[src/rtl/pio_pkg.sv]
// Shared PIO command-bus definitions: action codes, loader state encoding and
// the descriptor latched at the start of a load.
package pio_pkg;

  localparam int unsigned ACT_W  = 4;
  localparam int unsigned MIDX_W = 2;
  localparam int unsigned DIN_W  = 32;
  localparam int unsigned PLEN_W = 6;
  localparam int unsigned WORD_W = 16;
  localparam int unsigned DIV_W  = 24;
  localparam int unsigned EN_W   = 4;

  typedef enum logic [ACT_W-1:0] {
    ACT_NONE  = 4'd0,
    ACT_INSTR = 4'd1,
    ACT_PEND  = 4'd2,
    ACT_PULL  = 4'd3,
    ACT_PUSH  = 4'd4,
    ACT_GRPS  = 4'd5,
    ACT_EN    = 4'd6,
    ACT_DIV   = 4'd7,
    ACT_SIDES = 4'd8,
    ACT_IMM   = 4'd9,
    ACT_SHIFT = 4'd10,
    ACT_IPINS = 4'd11,
    ACT_IDIRS = 4'd12
  } pio_action_e;

  typedef enum logic [3:0] {
    ST_IDLE  = 4'd0,
    ST_FETCH = 4'd1,
    ST_INSTR = 4'd2,
    ST_PEND  = 4'd3,
    ST_DIV   = 4'd4,
    ST_GRPS  = 4'd5,
    ST_SHIFT = 4'd6,
    ST_EN    = 4'd7,
    ST_DONE  = 4'd8
  } ld_state_e;

  // Machine configuration captured when a load is accepted.
  typedef struct packed {
    logic [MIDX_W-1:0] mindex;
    logic [PLEN_W-1:0] plen;
    logic [DIN_W-1:0]  exec;
    logic [DIV_W-1:0]  div;
    logic [DIN_W-1:0]  grps;
    logic [DIN_W-1:0]  shift;
    logic [EN_W-1:0]   en;
  } ld_cfg_t;

  // A program length is loadable when it is non-zero and fits the machine.
  function automatic logic plen_ok(input logic [PLEN_W-1:0] plen,
                                   input logic [PLEN_W-1:0] max_plen);
    return (plen != '0) && (plen <= max_plen);
  endfunction

endpackage

[src/rtl/pio_loader.sv]
// Sequences a full PIO machine configuration onto the pio command bus and
// hands the bus to a host requester whenever no load is in flight.
module pio_loader
  import pio_pkg::*;
#(
  parameter int unsigned MAX_PLEN = 32,
  parameter int unsigned IDX_W    = 5
) (
  input  logic              clk,
  input  logic              reset,
  input  logic              start,
  input  logic [MIDX_W-1:0] cfg_mindex,
  input  logic [PLEN_W-1:0] cfg_plen,
  input  logic [DIN_W-1:0]  cfg_exec,
  input  logic [DIV_W-1:0]  cfg_div,
  input  logic [DIN_W-1:0]  cfg_grps,
  input  logic [DIN_W-1:0]  cfg_shift,
  input  logic [EN_W-1:0]   cfg_en,
  output logic              busy,
  output logic              done,
  output logic              err,
  output logic              prog_rd,
  output logic [IDX_W-1:0]  prog_addr,
  input  logic [WORD_W-1:0] prog_data,
  input  logic              host_req,
  output logic              host_gnt,
  input  logic [ACT_W-1:0]  host_action,
  input  logic [IDX_W-1:0]  host_index,
  input  logic [MIDX_W-1:0] host_mindex,
  input  logic [DIN_W-1:0]  host_din,
  output logic [ACT_W-1:0]  action,
  output logic [IDX_W-1:0]  index,
  output logic [MIDX_W-1:0] mindex,
  output logic [DIN_W-1:0]  din
);

  ld_state_e         state_q, state_d;
  ld_cfg_t           cfg_q, cfg_d;
  logic [IDX_W-1:0]  cnt_q, cnt_d;
  logic              busy_q, busy_d;
  logic              done_q, done_d;
  logic              err_q, err_d;
  logic              prog_rd_q, prog_rd_d;
  logic [IDX_W-1:0]  prog_addr_q, prog_addr_d;
  logic [ACT_W-1:0]  action_q, action_d;
  logic [IDX_W-1:0]  index_q, index_d;
  logic [MIDX_W-1:0] mindex_q, mindex_d;
  logic [DIN_W-1:0]  din_q, din_d;
  logic [PLEN_W-1:0] next_addr;
  logic              last_word;

  // The host may only drive the bus when no load is running or starting.
  assign host_gnt  = !busy_q && !start;

  assign next_addr = PLEN_W'(prog_addr_q) + PLEN_W'(1);
  assign last_word = (PLEN_W'(cnt_q) == (cfg_q.plen - PLEN_W'(1)));

  // Next-state and bus command selection.
  always_comb begin
    state_d     = state_q;
    cfg_d       = cfg_q;
    cnt_d       = cnt_q;
    busy_d      = 1'b1;
    done_d      = 1'b0;
    err_d       = 1'b0;
    prog_rd_d   = 1'b0;
    prog_addr_d = prog_addr_q;
    action_d    = ACT_NONE;
    index_d     = '0;
    mindex_d    = '0;
    din_d       = '0;

    // Reads run one address ahead of the word being issued on the bus.
    if ((state_q == ST_FETCH || state_q == ST_INSTR) && prog_rd_q &&
        (next_addr < cfg_q.plen)) begin
      prog_rd_d   = 1'b1;
      prog_addr_d = IDX_W'(next_addr);
    end

    unique case (state_q)
      ST_IDLE: begin
        busy_d = 1'b0;
        if (start && !busy_q) begin
          if (plen_ok(cfg_plen, PLEN_W'(MAX_PLEN))) begin
            cfg_d.mindex = cfg_mindex;
            cfg_d.plen   = cfg_plen;
            cfg_d.exec   = cfg_exec;
            cfg_d.div    = cfg_div;
            cfg_d.grps   = cfg_grps;
            cfg_d.shift  = cfg_shift;
            cfg_d.en     = cfg_en;
            cnt_d        = '0;
            busy_d       = 1'b1;
            prog_rd_d    = 1'b1;
            prog_addr_d  = '0;
            state_d      = ST_FETCH;
          end else begin
            err_d = 1'b1;
          end
        end else if (host_req && host_gnt) begin
          action_d = host_action;
          index_d  = host_index;
          mindex_d = host_mindex;
          din_d    = host_din;
        end
      end
      ST_FETCH: begin
        state_d = ST_INSTR;
      end
      ST_INSTR: begin
        action_d = ACT_INSTR;
        index_d  = cnt_q;
        mindex_d = cfg_q.mindex;
        din_d    = DIN_W'(prog_data);
        if (last_word) begin
          state_d = ST_PEND;
        end else begin
          cnt_d = cnt_q + IDX_W'(1);
        end
      end
      ST_PEND: begin
        action_d = ACT_PEND;
        mindex_d = cfg_q.mindex;
        din_d    = cfg_q.exec;
        state_d  = ST_DIV;
      end
      ST_DIV: begin
        action_d = ACT_DIV;
        mindex_d = cfg_q.mindex;
        din_d    = DIN_W'(cfg_q.div);
        state_d  = ST_GRPS;
      end
      ST_GRPS: begin
        action_d = ACT_GRPS;
        mindex_d = cfg_q.mindex;
        din_d    = cfg_q.grps;
        state_d  = ST_SHIFT;
      end
      ST_SHIFT: begin
        action_d = ACT_SHIFT;
        mindex_d = cfg_q.mindex;
        din_d    = cfg_q.shift;
        state_d  = ST_EN;
      end
      ST_EN: begin
        action_d = ACT_EN;
        mindex_d = cfg_q.mindex;
        din_d    = DIN_W'(cfg_q.en);
        state_d  = ST_DONE;
      end
      ST_DONE: begin
        done_d  = 1'b1;
        state_d = ST_IDLE;
      end
      default: begin
        busy_d  = 1'b0;
        state_d = ST_IDLE;
      end
    endcase
  end

  // Reset aborts any load in flight; EN is the last command, so it never appears partially.
  always_ff @(posedge clk) begin
    if (reset) begin
      state_q     <= ST_IDLE;
      cfg_q       <= '0;
      cnt_q       <= '0;
      busy_q      <= 1'b0;
      done_q      <= 1'b0;
      err_q       <= 1'b0;
      prog_rd_q   <= 1'b0;
      prog_addr_q <= '0;
      action_q    <= ACT_NONE;
      index_q     <= '0;
      mindex_q    <= '0;
      din_q       <= '0;
    end else begin
      state_q     <= state_d;
      cfg_q       <= cfg_d;
      cnt_q       <= cnt_d;
      busy_q      <= busy_d;
      done_q      <= done_d;
      err_q       <= err_d;
      prog_rd_q   <= prog_rd_d;
      prog_addr_q <= prog_addr_d;
      action_q    <= action_d;
      index_q     <= index_d;
      mindex_q    <= mindex_d;
      din_q       <= din_d;
    end
  end

  assign busy      = busy_q;
  assign done      = done_q;
  assign err       = err_q;
  assign prog_rd   = prog_rd_q;
  assign prog_addr = prog_addr_q;
  assign action    = action_q;
  assign index     = index_q;
  assign mindex    = mindex_q;
  assign din       = din_q;

endmodule
[config.mk]
export PLATFORM = sky130hd
export DESIGN_NAME = pio_loader
export DESIGN_NICKNAME = d
export VERILOG_FILES = /design/src/rtl/pio_pkg.sv /design/src/rtl/pio_loader.sv
export SDC_FILE = /design/constraint.sdc
export NUM_CORES = 1
export LEC_CHECK = 0
export BUFFER_PORTS_ARGS = -buffer_cell sky130_fd_sc_hd__buf_2
export CORE_MARGIN = 2
export CORE_UTILIZATION = 50
export CTS_CLUSTER_DIAMETER = 150
export CTS_CLUSTER_SIZE = 40
export DETAILED_ROUTE_END_ITERATION = 16
export GPL_TIMING_DRIVEN = 1
export PLACE_DENSITY = 0.83
export REMOVE_ABC_BUFFERS = 1
export SLEW_MARGIN = 20
export SYNTH_ARGS = -nofsm -noshare
export SYNTH_HDL_FRONTEND = slang
export SYNTH_SLANG_ARGS = --single-unit
[constraint.sdc]
create_clock -name clk -period 2.3 [get_ports clk]
set_input_delay 0 -clock clk [delete_from_list [all_inputs] [get_ports clk]]
set_output_delay 0 -clock clk [all_outputs]
set_load 0.01 [all_outputs]
# [Yosys cells after proc, flatten, opt, wreduce, memory -nomap -nowiden]
# Cells that the tools add are included.
[totals] wordCells=89 ff_bits=193 output_inout_bits=53 in_bits=195
[op_classes] add_sub_neg=3 n_eq_ne=13 reduce_logical=18 n_bitwise=2 mux=33 n_lt_le_gt_ge=2
[op_table] op="case mux 32 bit (7 select lines)" n=1
[op_table] op="2-to-1 mux 32 bit" n=2
[op_table] op="2-to-1 mux 5 bit" n=9
[op_table] op="case mux 4 bit (8 select lines)" n=1
[op_table] op="case mux 4 bit (7 select lines)" n=1
[op_table] op="2-to-1 mux 4 bit" n=5
[op_table] op="case mux 5 bit (2 select lines)" n=2
[op_table] op="== test 4 x 3 -> 1 bit (second input constant)" n=4
[op_table] op="== test 4 x 2 -> 1 bit (second input constant)" n=2
[op_table] op="2-to-1 mux 1 bit" n=8
[op_table] op="!= test 2 bit (second input constant)" n=4
[op_table] op="OR reduction 8 bit" n=1
[op_table] op="adder 5 x 1 -> 6 bit (second input constant)" n=1
[op_table] op="== test 5 x 6 -> 1 bit" n=1
[op_table] op="less-or-equal comparator 6 bit (second input constant)" n=1
[op_table] op="logical AND 1 bit" n=6
[op_table] op="< comparator 6 bit" n=1
[op_table] op="AND reduction 3 bit" n=2
[op_table] op="nonzero test 6 bit" n=1
[op_table] op="OR reduction 6 bit" n=1
[op_table] op="subtractor 6 x 1 -> 6 bit (second input constant)" n=1
[op_table] op="adder 5 x 1 -> 5 bit (second input constant)" n=1
[op_table] op="== test 4 x 1 -> 1 bit (second input constant)" n=1
[op_table] op="== test 4 bit (second input constant)" n=1
[op_table] op="other kinds (10)" n=13

# [Depth between registers and ports, before layout]
[logic_depth] ltp_word=8 mapped_depth=9 ltp_nobuf=8

# [Least setup slack after synthesis]
# No wires, ideal clock.
[synth_path] path_kind="flip-flop to flip-flop" from="register prog_addr_q[0] (netlist: prog_addr[0])" to="register prog_addr_q[2] (netlist: prog_addr[2])" period_less_slack_ns=2.095 t_required_ns=2.230 setup_time_ns=0.070 t_arrival_ns=2.025 setup_slack_ns=0.205 stages_incl_launch_ff=8 cell_sequence="dfxtp_1 -> ha_1 -> ha_1 -> a21boi_0 -> o21ai_0 -> a21oi_1 -> or4_1 -> a21oi_1"
[synth_via] elab_chain_len=7
[synth_lines] element="from (decl)" line="pio_loader.sv:44" text="logic [IDX_W-1:0] prog_addr_q, prog_addr_d;"
[synth_lines] element="from (signal assigned)" line="pio_loader.sv:185" text="prog_addr_q <= prog_addr_d;"
[synth_lines] element="adder 5 x 1 -> 6 bit *" line="pio_loader.sv:55" text="assign next_addr = PLEN_W'(prog_addr_q) + PLEN_W'(1);"
[synth_lines] element="< comparator 6 bit" line="pio_loader.sv:75" text="(next_addr < cfg_q.plen)) begin"
[synth_lines] element="logical AND 1 bit" line="pio_loader.sv:74" text="if ((state_q == ST_FETCH || state_q == ST_INSTR) && prog_rd_q &&"
[synth_lines] element="2-to-1 mux 5 bit *" line="pio_loader.sv:74"
[synth_lines] element="2-to-1 mux 5 bit" line="pio_loader.sv:84" text="if (plen_ok(cfg_plen, PLEN_W'(MAX_PLEN))) begin"
[synth_lines] element="2-to-1 mux 5 bit" line="pio_loader.sv:83" text="if (start && !busy_q) begin"
[synth_lines] element="2-to-1 mux 5 bit *" line="pio_loader.sv:80" text="unique case (state_q)"
# Every way passes the cells marked *; elsewhere a longest branch is shown, timed or not.
# A chain may end at the register's enable or synchronous reset.

# [Worst setup path in the final report]
# Ends and elaborated chain as after synthesis.

==> impl_results.md <==
- Async set-reset flop share out of synthesis: 0%
- Die Wd: 129.9 microns
- Worst path slowest cell: or4_1
- Placed cell count: between 1,000 and 1,500
- Post-layout util: between 70% and 80%
- H-tree Lvls: 4
- Register clock-pin slew on the reported worst setup and hold paths: around 0.07 ns
- Row count: between 40 and 50
- Max_cap viols: 0
- GR Util All Layers: 34.40%
- YS warnings: 0
- Relative slew slack: 55.40%
- Critical Path Sink: prog_addr[2]$_SDFF_PP0_
- CTS sink count: slightly below 200
- Antenna violations before repair: 2
- GRT overflow: 0
- Minimum clock period: 2.287 ns
- Core area: 0.01566 sq mm
- CP Launch Type: flop
- Sequential cell area fraction in the yosys report: 48.78%
- CP max FO: 9
- Mapped Area: 0.007921 sq mm
- Post-DP HPWL: 15,350 microns
- Crit end category: flop
- Io pins: 248
- Max Slew Vio Count: 0
- DRT Wirelength: 29,780 microns
- Seq cells post-synth: 193
- Residual DRC count: 0
- Setup slack, reg-to-reg: 0.01 ns
- I/O Buffers: between 200 and 250
- Area Overhead vs Synth: 49.60%
- Commonest non-fill, non-tap cell in the layout: nand2_1
- Post-route ant nets: 0
- R2R cell count: 7
- Die span in y: 129.9 microns
- Ys flop type: dfxtp_1
- Clk root buf: clkbuf_16
- Mapped Cells: 987
- Maximum number of pins on one net before global-route repair: 83
- Yosys cell types: 49
- Leak: approximately 4.7 nW
- Layout cells sized above 1: 23.62%
- Crit share post-route: 99.44%
- Max incr delay on CP: 0.48 ns
- Routed vias: 9,236
- Fmax: 437.2 MHz
- Pwr Total: roughly 10 mW
- Top cell family by delay on the critical path: compound AO/OA/AOI/OAI gates
- RD Place Congestion: between 0.8 and 0.9
- Critical path data required time: 2.65 ns
- Final WS setup: 0.01292 ns
- Clk_skew: ~0.008 ns
- Global-route track usage on met3: 7.134%
- Nets: ~1,600
- Power Dens Cells: 879.4 mW/mm^2
- Final Hold Viols: 0
- Worst Tran Pin Value: 0.6585 ns
- Number of global-route vias before repair: 9,275
- Status: finished, final reports clean
- VDD IR-drop max: 593.2 uV
- DP Worst Slack: 0.05406 ns
- Drt wl/cell: roughly 18 microns
- Worst path depth: 7
- Crit path kind: flop to flop
- Longest Clk Path Bufs: 2
- TritonCTS clock tree: done
- Detailed-router iteration count before antenna repair: 6
- Worst skew pair latency: 0.43 ns
- Initial Utilization: 50.60%
- Die ar.: ~0.017 sq mm
- DRT iter0 DRCs: 1,053
- Num CTS Buffers: 17
- Critical path buffers and inverters: 0
- Syn Area/Cell: 8.026 sq um
- First-pass GRT wire length: 45,420 microns
- Post-synth EDFFs: 0
- M1 GR Usage: between 40% and 50%
- Setup Viol. Count Final: 0
- GRT busiest layer: met2
- Drt via density: 5.733
- Worst reg2reg path endpoint: prog_addr[2]$_SDFF_PP0_
- Hold/Removal Path Class: primary input to flop
- Layout fillers: approximately 1,000
- Crit path DAT: about 2.6 ns
- Crit path cell chain: ha_2, ha_1, a21boi_0, o21ai_1, a21oi_4, or4_1, a21oi_1
- Most frequent cells in the layout: nand2_1 (318), buf_2 (246), dfxtp_1 (189)
- Worst r2r src: prog_addr[0]$_SDFF_PP0_
- Setup crit start: prog_addr[0]$_SDFF_PP0_
- Met2 usage: 58.76%
- Non-filler instance count after layout: around 1,600
worst min path at each step:
stage	slack (ns)	cells past startpoint	from	to
final	0.02	5	prog_data[14]	din[14]$_SDFF_PP0_
after global routing	0.05	5	prog_data[3]	din[3]$_SDFF_PP0_
after CTS	0.0004	3	host_din[2]	din[2]$_SDFF_PP0_
after detailed placement	0.24	3	host_index[3]	index[3]$_SDFF_PP0_
after global placement	0.23	3	host_action[3]	action[3]$_SDFF_PP0_
after floorplan	0.05	1	start	host_gnt
cell usage after synthesis (8+ instances only):
library cell  number  area share, %
buf_2             20            1.3
xnor2_1            9            1.0
a31oi_1           17            1.3
a22oi_1           29            2.7
nor2_1            23            1.1
a21oi_1          168             11
clkbuf_1          47            2.2
mux2i_1           16            2.0
nand2_1          319             15
dfxtp_1          193             49
a222oi_1          20            2.5
ha_1               8            1.3
inv_1              9           0.43
o21ai_0           23            1.5
final cells by class:
type                    count  area, sq um  share of cell area, %
repair buffers            452         3356                  28.32
flip-flops and latches    193         3869                  32.65
well taps                 216        270.3                  2.281
clock buffers              18        439.2                  3.706
diodes                      2        5.005                0.04223
multi-input cells         707         3722                  31.41
inverters                   9        33.78                 0.2851
clock inverters            14        155.1                  1.309
sequential cells by signal, indices dropped and copies added (netlist names), 2 cells and up:
| name | cells |
|---|---|
| index | 5 |
| cnt_q | 5 |
| din | 32 |
| prog_addr | 5 |
| state_q | 4 |
| cfg_q | 132 |
| action | 4 |
| mindex | 2 |
worst register-to-register path: cells and delay by family, from the launching register on:
family	cells	cell delay, ns
compound gates	4	0.74
fa+ha+maj	2	0.59
flops	1	0.40
simple gates	1	0.48
through the flow:
| step | hold WS (ns) | TNS [ns] | cell area (sq um) |
|---|---|---|---|
| 4_1_cts | 0.0003657 | 0 | 11780 |
| 3_3_place_gp | 0.2315 | 0 | 9414 |
| 2_1_floorplan | 0.04997 | -286.34 | 7547 |
| 5_1_grt | 0.04824 | -0.1185 | 11850 |
| 6_report | 0.01681 | 0 | 11850 |
| 3_5_place_dp | 0.2432 | 0 | 9414 |
layer usage:
metal,vias up,share of wire [%]
met2,651,50
met1,4245,37
met4,0,4.6
met5,-,0
met3,149,8.6
li1,4191,-
cell families after synthesis:
group,synth area share [%]
AOI/OAI and AO/OA,20.94
xor gates and xnor gates,1.216
adders and majority gates,1.264
buffers and inverters,5.149
DFF,48.78
muxes,2.022
and+or+nand+nor,20.63
report_power, final:
part,leakage [nW],internal (mW),switching [mW]
sequential,1.57,3.83,0.285
clock,0.287,1.65,1.38
combinational,2.88,1.32,1.96
timing repair:
action,4_1_cts,5_1_grt
endpoints found under the hold margin,176,1
endpoints found under the setup margin,0,24
hold buffers,177,1
setup buffers,0,1
resized for setup,0,14
(Power assumes the default switching activity.)
